**src/rtl/uart_packet_transmitter.sv**
```systemverilog
// Buffered UART transmitter: queues words in a small FIFO, serialises them as
// start/data/[parity]/stop frames and keeps a running CRC-8 that can be sent
// as a trailing frame.
//
// Handshake: a word is taken on a rising clock edge when send_i && ready_o.
// A CRC trailer is taken when finish_i && ready_o && !send_i. When ready_o is
// low, both requests are ignored and nothing is queued.
`timescale 1ns/1ps
module uart_packet_transmitter #(
  parameter int unsigned DATA_BITS    = 8,
  parameter int unsigned CLKS_PER_BIT = 217,
  parameter int unsigned FIFO_DEPTH   = 4,
  parameter int unsigned PARITY       = 0,
  parameter int unsigned STOP_BITS    = 1,
  parameter logic [7:0]  CRC_POLY     = 8'h07
) (
  input  logic                          clock_i,
  input  logic                          reset_ni,
  input  logic [DATA_BITS-1:0]          data_in_i,
  input  logic                          send_i,
  input  logic                          finish_i,
  input  logic                          clear_crc_i,
  input  logic                          hold_i,
  output logic                          data_out_o,
  output logic                          ready_o,
  output logic                          acknowledge_o,
  output logic                          busy_o,
  output logic [7:0]                    crc8_o,
  output logic [$clog2(FIFO_DEPTH):0]   fifo_count_o,
  output logic [2:0]                    state_o
);

  localparam int unsigned PW = $clog2(FIFO_DEPTH);
  localparam int unsigned CW = PW + 1;
  localparam int unsigned KW = $clog2(CLKS_PER_BIT);

  typedef enum logic [2:0] {IDLE, START, DATA, PAR, STOP} state_e;

  // FIFO entry: {crc_flag, byte}; data words are zero-extended to 8 bits.
  logic [8:0]    mem_q [FIFO_DEPTH];
  logic [PW-1:0] wr_ptr_q, wr_ptr_d, rd_ptr_q, rd_ptr_d;
  logic [CW-1:0] count_q, count_d;
  logic [7:0]    crc_q, crc_d;
  logic          full, pop, push, push_data, push_fin;
  logic [8:0]    push_entry;

  state_e        state_q, state_d;
  logic [KW-1:0] clk_cnt_q, clk_cnt_d;
  logic [2:0]    bit_cnt_q, bit_cnt_d;
  logic [7:0]    frame_q, frame_d;
  logic          flag_q, flag_d;
  logic          line_q, line_d;
  logic          ack_q, ack_d;
  logic          bit_done;

  // One CRC-8 step over a whole byte, MSB first, no reflection.
  function automatic logic [7:0] crc8_step(input logic [7:0] crc, input logic [7:0] b);
    logic [7:0] c;
    c = crc ^ b;
    for (int i = 0; i < 8; i++) begin
      c = c[7] ? ((c << 1) ^ CRC_POLY) : (c << 1);
    end
    return c;
  endfunction

  // FIFO control and CRC accumulator next-state; a pop frees a slot in the same cycle.
  always_comb begin
    full       = (count_q == CW'(FIFO_DEPTH));
    pop        = (state_q == IDLE) && (count_q != '0) && !hold_i;
    ready_o    = !full || pop;
    push_data  = send_i && ready_o;
    push_fin   = finish_i && ready_o && !send_i;
    push       = push_data || push_fin;
    push_entry = push_data ? {1'b0, 8'(data_in_i)} : {1'b1, crc_q};
    wr_ptr_d   = push ? wr_ptr_q + 1'b1 : wr_ptr_q;
    rd_ptr_d   = pop  ? rd_ptr_q + 1'b1 : rd_ptr_q;
    count_d    = count_q + CW'(push) - CW'(pop);
    crc_d      = crc_q;
    if (push_fin) begin
      crc_d = '0;
    end else if (push_data) begin
      crc_d = crc8_step(clear_crc_i ? 8'h00 : crc_q, 8'(data_in_i));
    end else if (clear_crc_i) begin
      crc_d = '0;
    end
  end

  // FIFO storage; contents are only read while count_q says they are valid.
  always_ff @(posedge clock_i) begin
    if (push) mem_q[wr_ptr_q] <= push_entry;
  end

  // FIFO pointers, occupancy and CRC registers.
  always_ff @(posedge clock_i or negedge reset_ni) begin
    if (!reset_ni) begin
      wr_ptr_q <= '0;
      rd_ptr_q <= '0;
      count_q  <= '0;
      crc_q    <= '0;
    end else begin
      wr_ptr_q <= wr_ptr_d;
      rd_ptr_q <= rd_ptr_d;
      count_q  <= count_d;
      crc_q    <= crc_d;
    end
  end

  // Frame sequencer: bit timing, state transitions and the line level for this state.
  always_comb begin
    state_d   = state_q;
    clk_cnt_d = clk_cnt_q;
    bit_cnt_d = bit_cnt_q;
    frame_d   = frame_q;
    flag_d    = flag_q;
    line_d    = 1'b1;
    ack_d     = 1'b0;
    bit_done  = (clk_cnt_q == KW'(CLKS_PER_BIT - 1));
    if (state_q != IDLE) begin
      clk_cnt_d = bit_done ? '0 : clk_cnt_q + 1'b1;
    end
    case (state_q)
      IDLE: begin
        if (pop) begin
          state_d   = START;
          frame_d   = mem_q[rd_ptr_q][7:0];
          flag_d    = mem_q[rd_ptr_q][8];
          clk_cnt_d = '0;
          bit_cnt_d = '0;
        end
      end
      START: begin
        line_d = 1'b0;
        if (bit_done) state_d = DATA;
      end
      DATA: begin
        line_d = frame_q[bit_cnt_q];
        if (bit_done) begin
          if (bit_cnt_q == (flag_q ? 3'd7 : 3'(DATA_BITS - 1))) begin
            bit_cnt_d = '0;
            state_d   = (PARITY != 0) ? PAR : STOP;
          end else begin
            bit_cnt_d = bit_cnt_q + 1'b1;
          end
        end
      end
      PAR: begin
        // Unused upper bits are zero, so parity over all 8 equals parity over the bits sent.
        line_d = (PARITY == 2) ? ~^frame_q : ^frame_q;
        if (bit_done) state_d = STOP;
      end
      STOP: begin
        line_d = 1'b1;
        if (bit_done) begin
          if (bit_cnt_q == 3'(STOP_BITS - 1)) begin
            bit_cnt_d = '0;
            state_d   = IDLE;
            ack_d     = 1'b1;
          end else begin
            bit_cnt_d = bit_cnt_q + 1'b1;
          end
        end
      end
      default: state_d = IDLE;
    endcase
  end

  // Sequencer state plus registered line and acknowledge, kept aligned with each other.
  always_ff @(posedge clock_i or negedge reset_ni) begin
    if (!reset_ni) begin
      state_q   <= IDLE;
      clk_cnt_q <= '0;
      bit_cnt_q <= '0;
      frame_q   <= '0;
      flag_q    <= 1'b0;
      line_q    <= 1'b1;
      ack_q     <= 1'b0;
    end else begin
      state_q   <= state_d;
      clk_cnt_q <= clk_cnt_d;
      bit_cnt_q <= bit_cnt_d;
      frame_q   <= frame_d;
      flag_q    <= flag_d;
      line_q    <= line_d;
      ack_q     <= ack_d;
    end
  end

  assign data_out_o    = line_q;
  assign acknowledge_o = ack_q;
  assign busy_o        = (state_q != IDLE) || (count_q != '0) || ack_q;
  assign crc8_o        = crc_q;
  assign fifo_count_o  = count_q;
  assign state_o       = state_q;

endmodule

```
**config.mk**
```make
export PLATFORM = sky130hd
export DESIGN_NAME = uart_packet_transmitter
export DESIGN_NICKNAME = d
export VERILOG_FILES = /design/src/rtl/uart_packet_transmitter.sv
export SDC_FILE = /design/constraint.sdc
export NUM_CORES = 1
export LEC_CHECK = 0
export CORE_MARGIN = 3
export CORE_UTILIZATION = 60
export DETAILED_ROUTE_END_ITERATION = 7
export PLACE_DENSITY = 0.92
export REMOVE_ABC_BUFFERS = 1
export SYNTH_ARGS = -nofsm -noshare
export SYNTH_HDL_FRONTEND = slang
export SYNTH_SLANG_ARGS = --single-unit
```
**constraint.sdc**
```tcl
create_clock -name clock_i -period 5.8 [get_ports clock_i]
set_clock_uncertainty 0.2 [all_clocks]
set_input_delay 0.87 -clock clock_i [delete_from_list [all_inputs] [get_ports clock_i]]
set_output_delay 0.87 -clock clock_i [all_outputs]
set_load 0.05 [all_outputs]
```
Word-level counts from Yosys, hierarchy flattened
Memory sizes are Yosys's and may differ from the RTL's. A register that Yosys moved wholly into a read port is not among the register bits.
Index checks and enable logic that the tools add are counted.
- add/sub/neg operators: 6
- $lt $le $gt $ge: 1
- eq/ne operators: 14
- mux-type cells: 38
- bitwise operators: 9
- reductions and logical operators: 22
- operators by type and width (kind ; count):
    2-to-1 mux 3 bit ; 20
    2-to-1 mux 8 bit ; 7
    inverter 3 bit ; 8
    case mux 3 bit (5 select lines) ; 1
    inequality test 2 bit (second input constant) ; 7
    == test 3 bit (second input constant) ; 3
    2-to-1 mux 9 bit ; 1
    case mux 3 bit (3 select lines) ; 1
    nonzero test 3 bit ; 3
    adder 8 x 1 -> 8 bit (second input constant) ; 1
    == test 8 bit (second input constant) ; 1
    parity 8 bit ; 1
    XOR 8 bit ; 1
    AND reduction 7 bit ; 1
    == test 3 x 2 -> 1 bit (second input constant) ; 2
    zero test 3 bit ; 2
    2-to-1 mux 1 bit ; 6
    logical AND 1 bit ; 5
    adder 2 x 1 -> 2 bit (second input constant) ; 2
    zero test 1 bit ; 4
    logical OR 1 bit ; 4
    less-than comparator 3 x 4 -> 1 bit (second input constant) ; 1
    AND reduction 4 bit ; 1
    adder 3 x 1 -> 3 bit ; 1
    6 further kinds ; 6
- register bits after elaboration: 31
- memory bits (writable): 36
- input port bits: 14
- output and inout bits: 18
- logic and storage cells: 100
- memories kept: 1
- memory list (name ; words ; width ; read ports ; clocked after Yosys merged registers in ; write ports ; line ; source):
    mem_q ; 4 ; 9 ; 1 ; 1 ; 1 ; 40 ; logic [8:0] mem_q [FIFO_DEPTH];

Longest topological paths before layout
- depth in word-level cells: 20
- gate-level depth with buffers: 12
- depth with buffers taken out: 10

Least setup slack after synthesis
OpenSTA, ideal clock, no wires.
- kind: register to register
- from: register state_q[0] (netlist: state_o[0])
- to: register count_q[2] (netlist: fifo_count_o[2])
- library setup time: 0.123 ns
- arrival: 3.134 ns
- data required time: 5.477 ns
- path slack: 2.343 ns
- stages on the path, launching flop included: 13
- path buffers: 2
- clock period less this slack: 3.457 ns
- path through: dfrtp_1 buf_6 nor4_4 or4_1 o21a_1 clkbuf_1 inv_1 ha_1 inv_1 ha_1 fa_1 xnor2_1 xnor2_1
- longest elaborated chain between the ends: 9
- elaborated cells on any way between the ends: 10
- classes of those cells: 2 x add/sub; 8 x reduce/logical
- RTL lines (item ; line ; source):
    start, declared ; 47 ; state_e state_q, state_d;
    start signal, assigned ; 178 ; state_q <= state_d;
    zero test 3 bit * ; 69 ; pop = (state_q == IDLE) && (count_q != '0) && !hold_i;
    logical AND 1 bit * (2 in series) ; 69 ;
    logical OR 1 bit * ; 70 ; ready_o = !full || pop;
    net ready_o ; 25 ; output logic ready_o,
    logical AND 1 bit (2 in series) ; 72 ; push_fin = finish_i && ready_o && !send_i;
    logical OR 1 bit * ; 73 ; push = push_data || push_fin;
    adder 3 x 1 -> 3 bit * ; 77 ; count_d = count_q + CW'(push) - CW'(pop);
    subtractor 3 x 1 -> 3 bit * ; 77 ;
    net count_d[2] ; 42 ; logic [CW-1:0] count_q, count_d;
    end signal, assigned ; 103 ; count_q <= count_d;
    end, declared ; 42 ;
Mark *: on every way through the listed nets, which the timed path passes. The rest lies on a longest branch.
A chain may end at the register's enable or synchronous reset.

Worst setup path in the final report
- from: input hold_i
- to: output ready_o
- longest elaborated chain between the ends: 3
- RTL lines (item ; line ; source):
    start, declared ; 23 ; input logic hold_i,
    zero test 1 bit ; 69 ;
    logical AND 1 bit ; 69 ;
    logical OR 1 bit ; 70 ;
    end, declared ; 25 ;
Every way passes these cells.

==> qor.yml <==
routing:
  postRouteAntennaNets: 0
  via_per_inst: 5.94
  vias: 2465
  routedWlPerCell_um: 18.0
  drt_iter0_markers: 150
  routed_wirelength_um: 7470
  drc: 0
  drtPass1Iterations: 4
clocking:
  clockBufferDepth: 2
  clock_sinks: 71
  cts_resized: 0
  post_cts_buffers: 0
  clk_pin_slew_ns: 0.07
  cts-root-buf: "clkbuf_8"
  cts-hold-fix-buffers: 0
  cts_tree: "built"
  htree_levels: 3
  cts_buffers: 9
  clk-insertion-delay-late_ns: 0.34
sta:
  finalSetupViolations: 0
  hold_violations: 0
  fmax_mhz: 260
  whs_ns: 0.329
  drv_slew: 0
  period_share_pct: 66.2
  rsz0062_at_grt: "no"
  period_minus_slack_ns: 3.84
  tightestPinTransition_ns: 0.966
  max-slew-margin-rel_pct: 35.2
  tns_ns: 0
yosys:
  muxShareOfSynthArea_pct: 9.87
  yosysWarnings: 0
  synth_xor_area_share_pct: 8.86
  synth-main-ff-cell: "dfrtp_1"
  synth_adder_area_share_pct: 4.26
  synth_edf_count: 32
  synth_top_family_by_area: "simple AND/OR/NAND/NOR gates"
  yosys.area_share.simple_pct: 13.4
  synth_area_per_cell_um2: 12.0
  synthCells: 309
  synth-compound-area-share_pct: 8.08
  synthArstFlopShare_pct: 54.9
  synth-seq-cells: 71
  yosysSeqAreaShare_pct: 52.4
  syn-cell-area_mm2: 0.00370
  synth_cell_types: 57
cells_and_area:
  fillCellCount: 386
  seqCellArea_mm2: 0.00194
  area_growth_pct: 14.0
  n_antenna_cell: 0
  drive_gt1_share_pct: 12.0
  final_nets: 364
  final_cell_mix: "nand2_1, dfrtp_1, edfxtp_1, clkdlybuf4s50_1, xnor2_1"
  multiInputGateArea_mm2: 0.00164
  final_common_cell: "nand2_1"
grt:
  grt_pass1_wl_um: 12500
  grt_antenna_before_repair: 0
  gr-total-overflow: 0
  grtUsageTotal_pct: 22.5
  grt_start_max_net_pins: 40
  grt_pass1_vias: 2507
floorplanning:
  ios: 32
  die_w_um: 84.5
  initial_core_util_pct: 64.4
  num_rows: 27
  dieArea_mm2: 0.00715
  die_h_um: 84.5
  core_area_mm2: 0.00574
placed_design:
  gp_congestion: 0.804
  io_buffers: 31
  hpwl_um: 4840
flow_run:
  maxCapViolCount: 0
worst_setup_path:
  worst_path_largest_cell_delay_ns: 0.74
  slowest_stage: "clkdlybuf4s50_1"
  rr_startpoint: "state_o[1]"
  cp.required_ns: 4.73
  start_kind: "input pin"
  worstPathCellList: "clkdlybuf4s50_1, nor4_4, or4_1, clkdlybuf4s50_1"
  crit_path_frequent_cell: "clkdlybuf4s50_1"
  r2r_cells: 8
  critPathMaxFanout: 4
  rr_endpoint: "fifo_count_o[2]"
  cp-end-kind: "output pin"
  cp-endpoint: "ready_o"
  worst-r2r-setup-slack_ns: 2.39
  crit_start: "hold_i"
  setup.worst_path.class: "in -> out"
  crit_arrival_ns: 2.77
min_path:
  worstHoldPathType: "reg -> reg"
power_and_ir_drop:
  powerDensity_mw_per_mm2: 425
  vdd_drop_max_mv: 0.349
  leakage_nw: 1.67
outcome:
  status: "complete, no violations"
-- kinds of logic after synthesis --
group	Yosys count
xor+xnor	34
simple gates	97
buf+inv	27
compound gates	46
fa+ha+maj	12
flops	71
mux	22
-- layout make-up --
cell class	count	area share, %
inverters	13	1.16
flip-flops and latches	71	45.9
clock inverters	3	0.356
well taps	72	2.14
multi-input cells	211	39.0
repair buffers	32	7.41
clock buffers	13	4.03
-- metal layers --
| metal | wire (um) | up-vias | GRT usage (%) | part of all wire [%] |
|---|---|---|---|---|
| li1 | - | 1150 | - | - |
| met1 | 3180 | 1231 | 28.4 | 43 |
| met2 | 3800 | 68 | 38.2 | 51 |
| met3 | 321 | 16 | 3.83 | 4.3 |
| met4 | 162 | 0 | 10.1 | 2.2 |
| met5 | 0 | - | 0 | 0 |
-- flip-flops by register name, summed over array words and instances (netlist names), 2 cells and up --
name,cells
bit_cnt_q,3
clk_cnt_q,8
crc8_o,8
fifo_count_o,3
frame_q,8
mem_q,32
rd_ptr_q,2
state_o,3
wr_ptr_q,2
-- synth_stat cells (all sizes together) (2+ instances only) --
cell    count  area, um2
clkbuf      4       15.0
buf        10       55.1
mux2       10        120
inv        13       48.8
nor4b       2       17.5
nand2      41        154
a21o        2       15.0
or4         2       15.0
a31oi       2       12.5
nand3       5       25.0
nor2b       7       43.8
ha         11        138
nor2       14       55.1
dfrtp      38        951
and3        2       12.5
nor3        3       20.0
nand2b      5       31.3
o22ai       2       12.5
a21oi       7       38.8
edfxtp     32        961
xor2        5       43.8
and2        5       31.3
o31ai       5       37.5
mux2i       2       20.0
o41ai       2       25.0
mux4       10        225
o21bai      2       15.0
nor4        4       40.0
or3         3       18.8
o21ai      18       90.1
xnor2      28        260
-- critical path: cells and delay by family --
family	cells	cell delay, ns
buffers and inverters	2	1.35
and+or+nand+nor	2	0.55
-- worst min-delay path by stage --
stage / start / to / slack, ns / depth (start not counted)
CTS: clk_cnt_q[6] / clk_cnt_q[6] / 0.33 / 1
floorplan: clk_cnt_q[6] / clk_cnt_q[6] / 0.26 / 1
finish: clk_cnt_q[6] / clk_cnt_q[6] / 0.33 / 1
global route: frame_q[3] / frame_q[3] / 0.36 / 1
detailed placement: clk_cnt_q[6] / clk_cnt_q[6] / 0.32 / 1
global placement: clk_cnt_q[6] / clk_cnt_q[6] / 0.31 / 1
-- stage by stage --
| stage | setup WS, ns | power, mW | util, % | cells | instance area [um2] |
|---|---|---|---|---|---|
| floorplan | 2.48 | 1.23 | - | 295 | 3630 |
| global placement | 1.99 | 1.40 | 70.2 | 399 | 4030 |
| detailed placement | 1.96 | 1.42 | 70.2 | 399 | 4030 |
| CTS | 1.97 | 1.80 | 73.5 | 415 | 4220 |
| global route | 1.90 | 1.89 | 73.5 | 415 | 4220 |
| finish | 1.96 | 1.79 | 73.5 | 415 | 4220 |
-- where the power goes --
part / internal [mW] / leakage, nW / switching [mW]
logic: 0.266 / 0.780 / 0.392
registers: 0.683 / 0.796 / 0.0881
clock network: 0.191 / 0.0983 / 0.175
total: 1.14 / 1.67 / 0.654
Note: power is estimated with default switching activity, not from simulation.
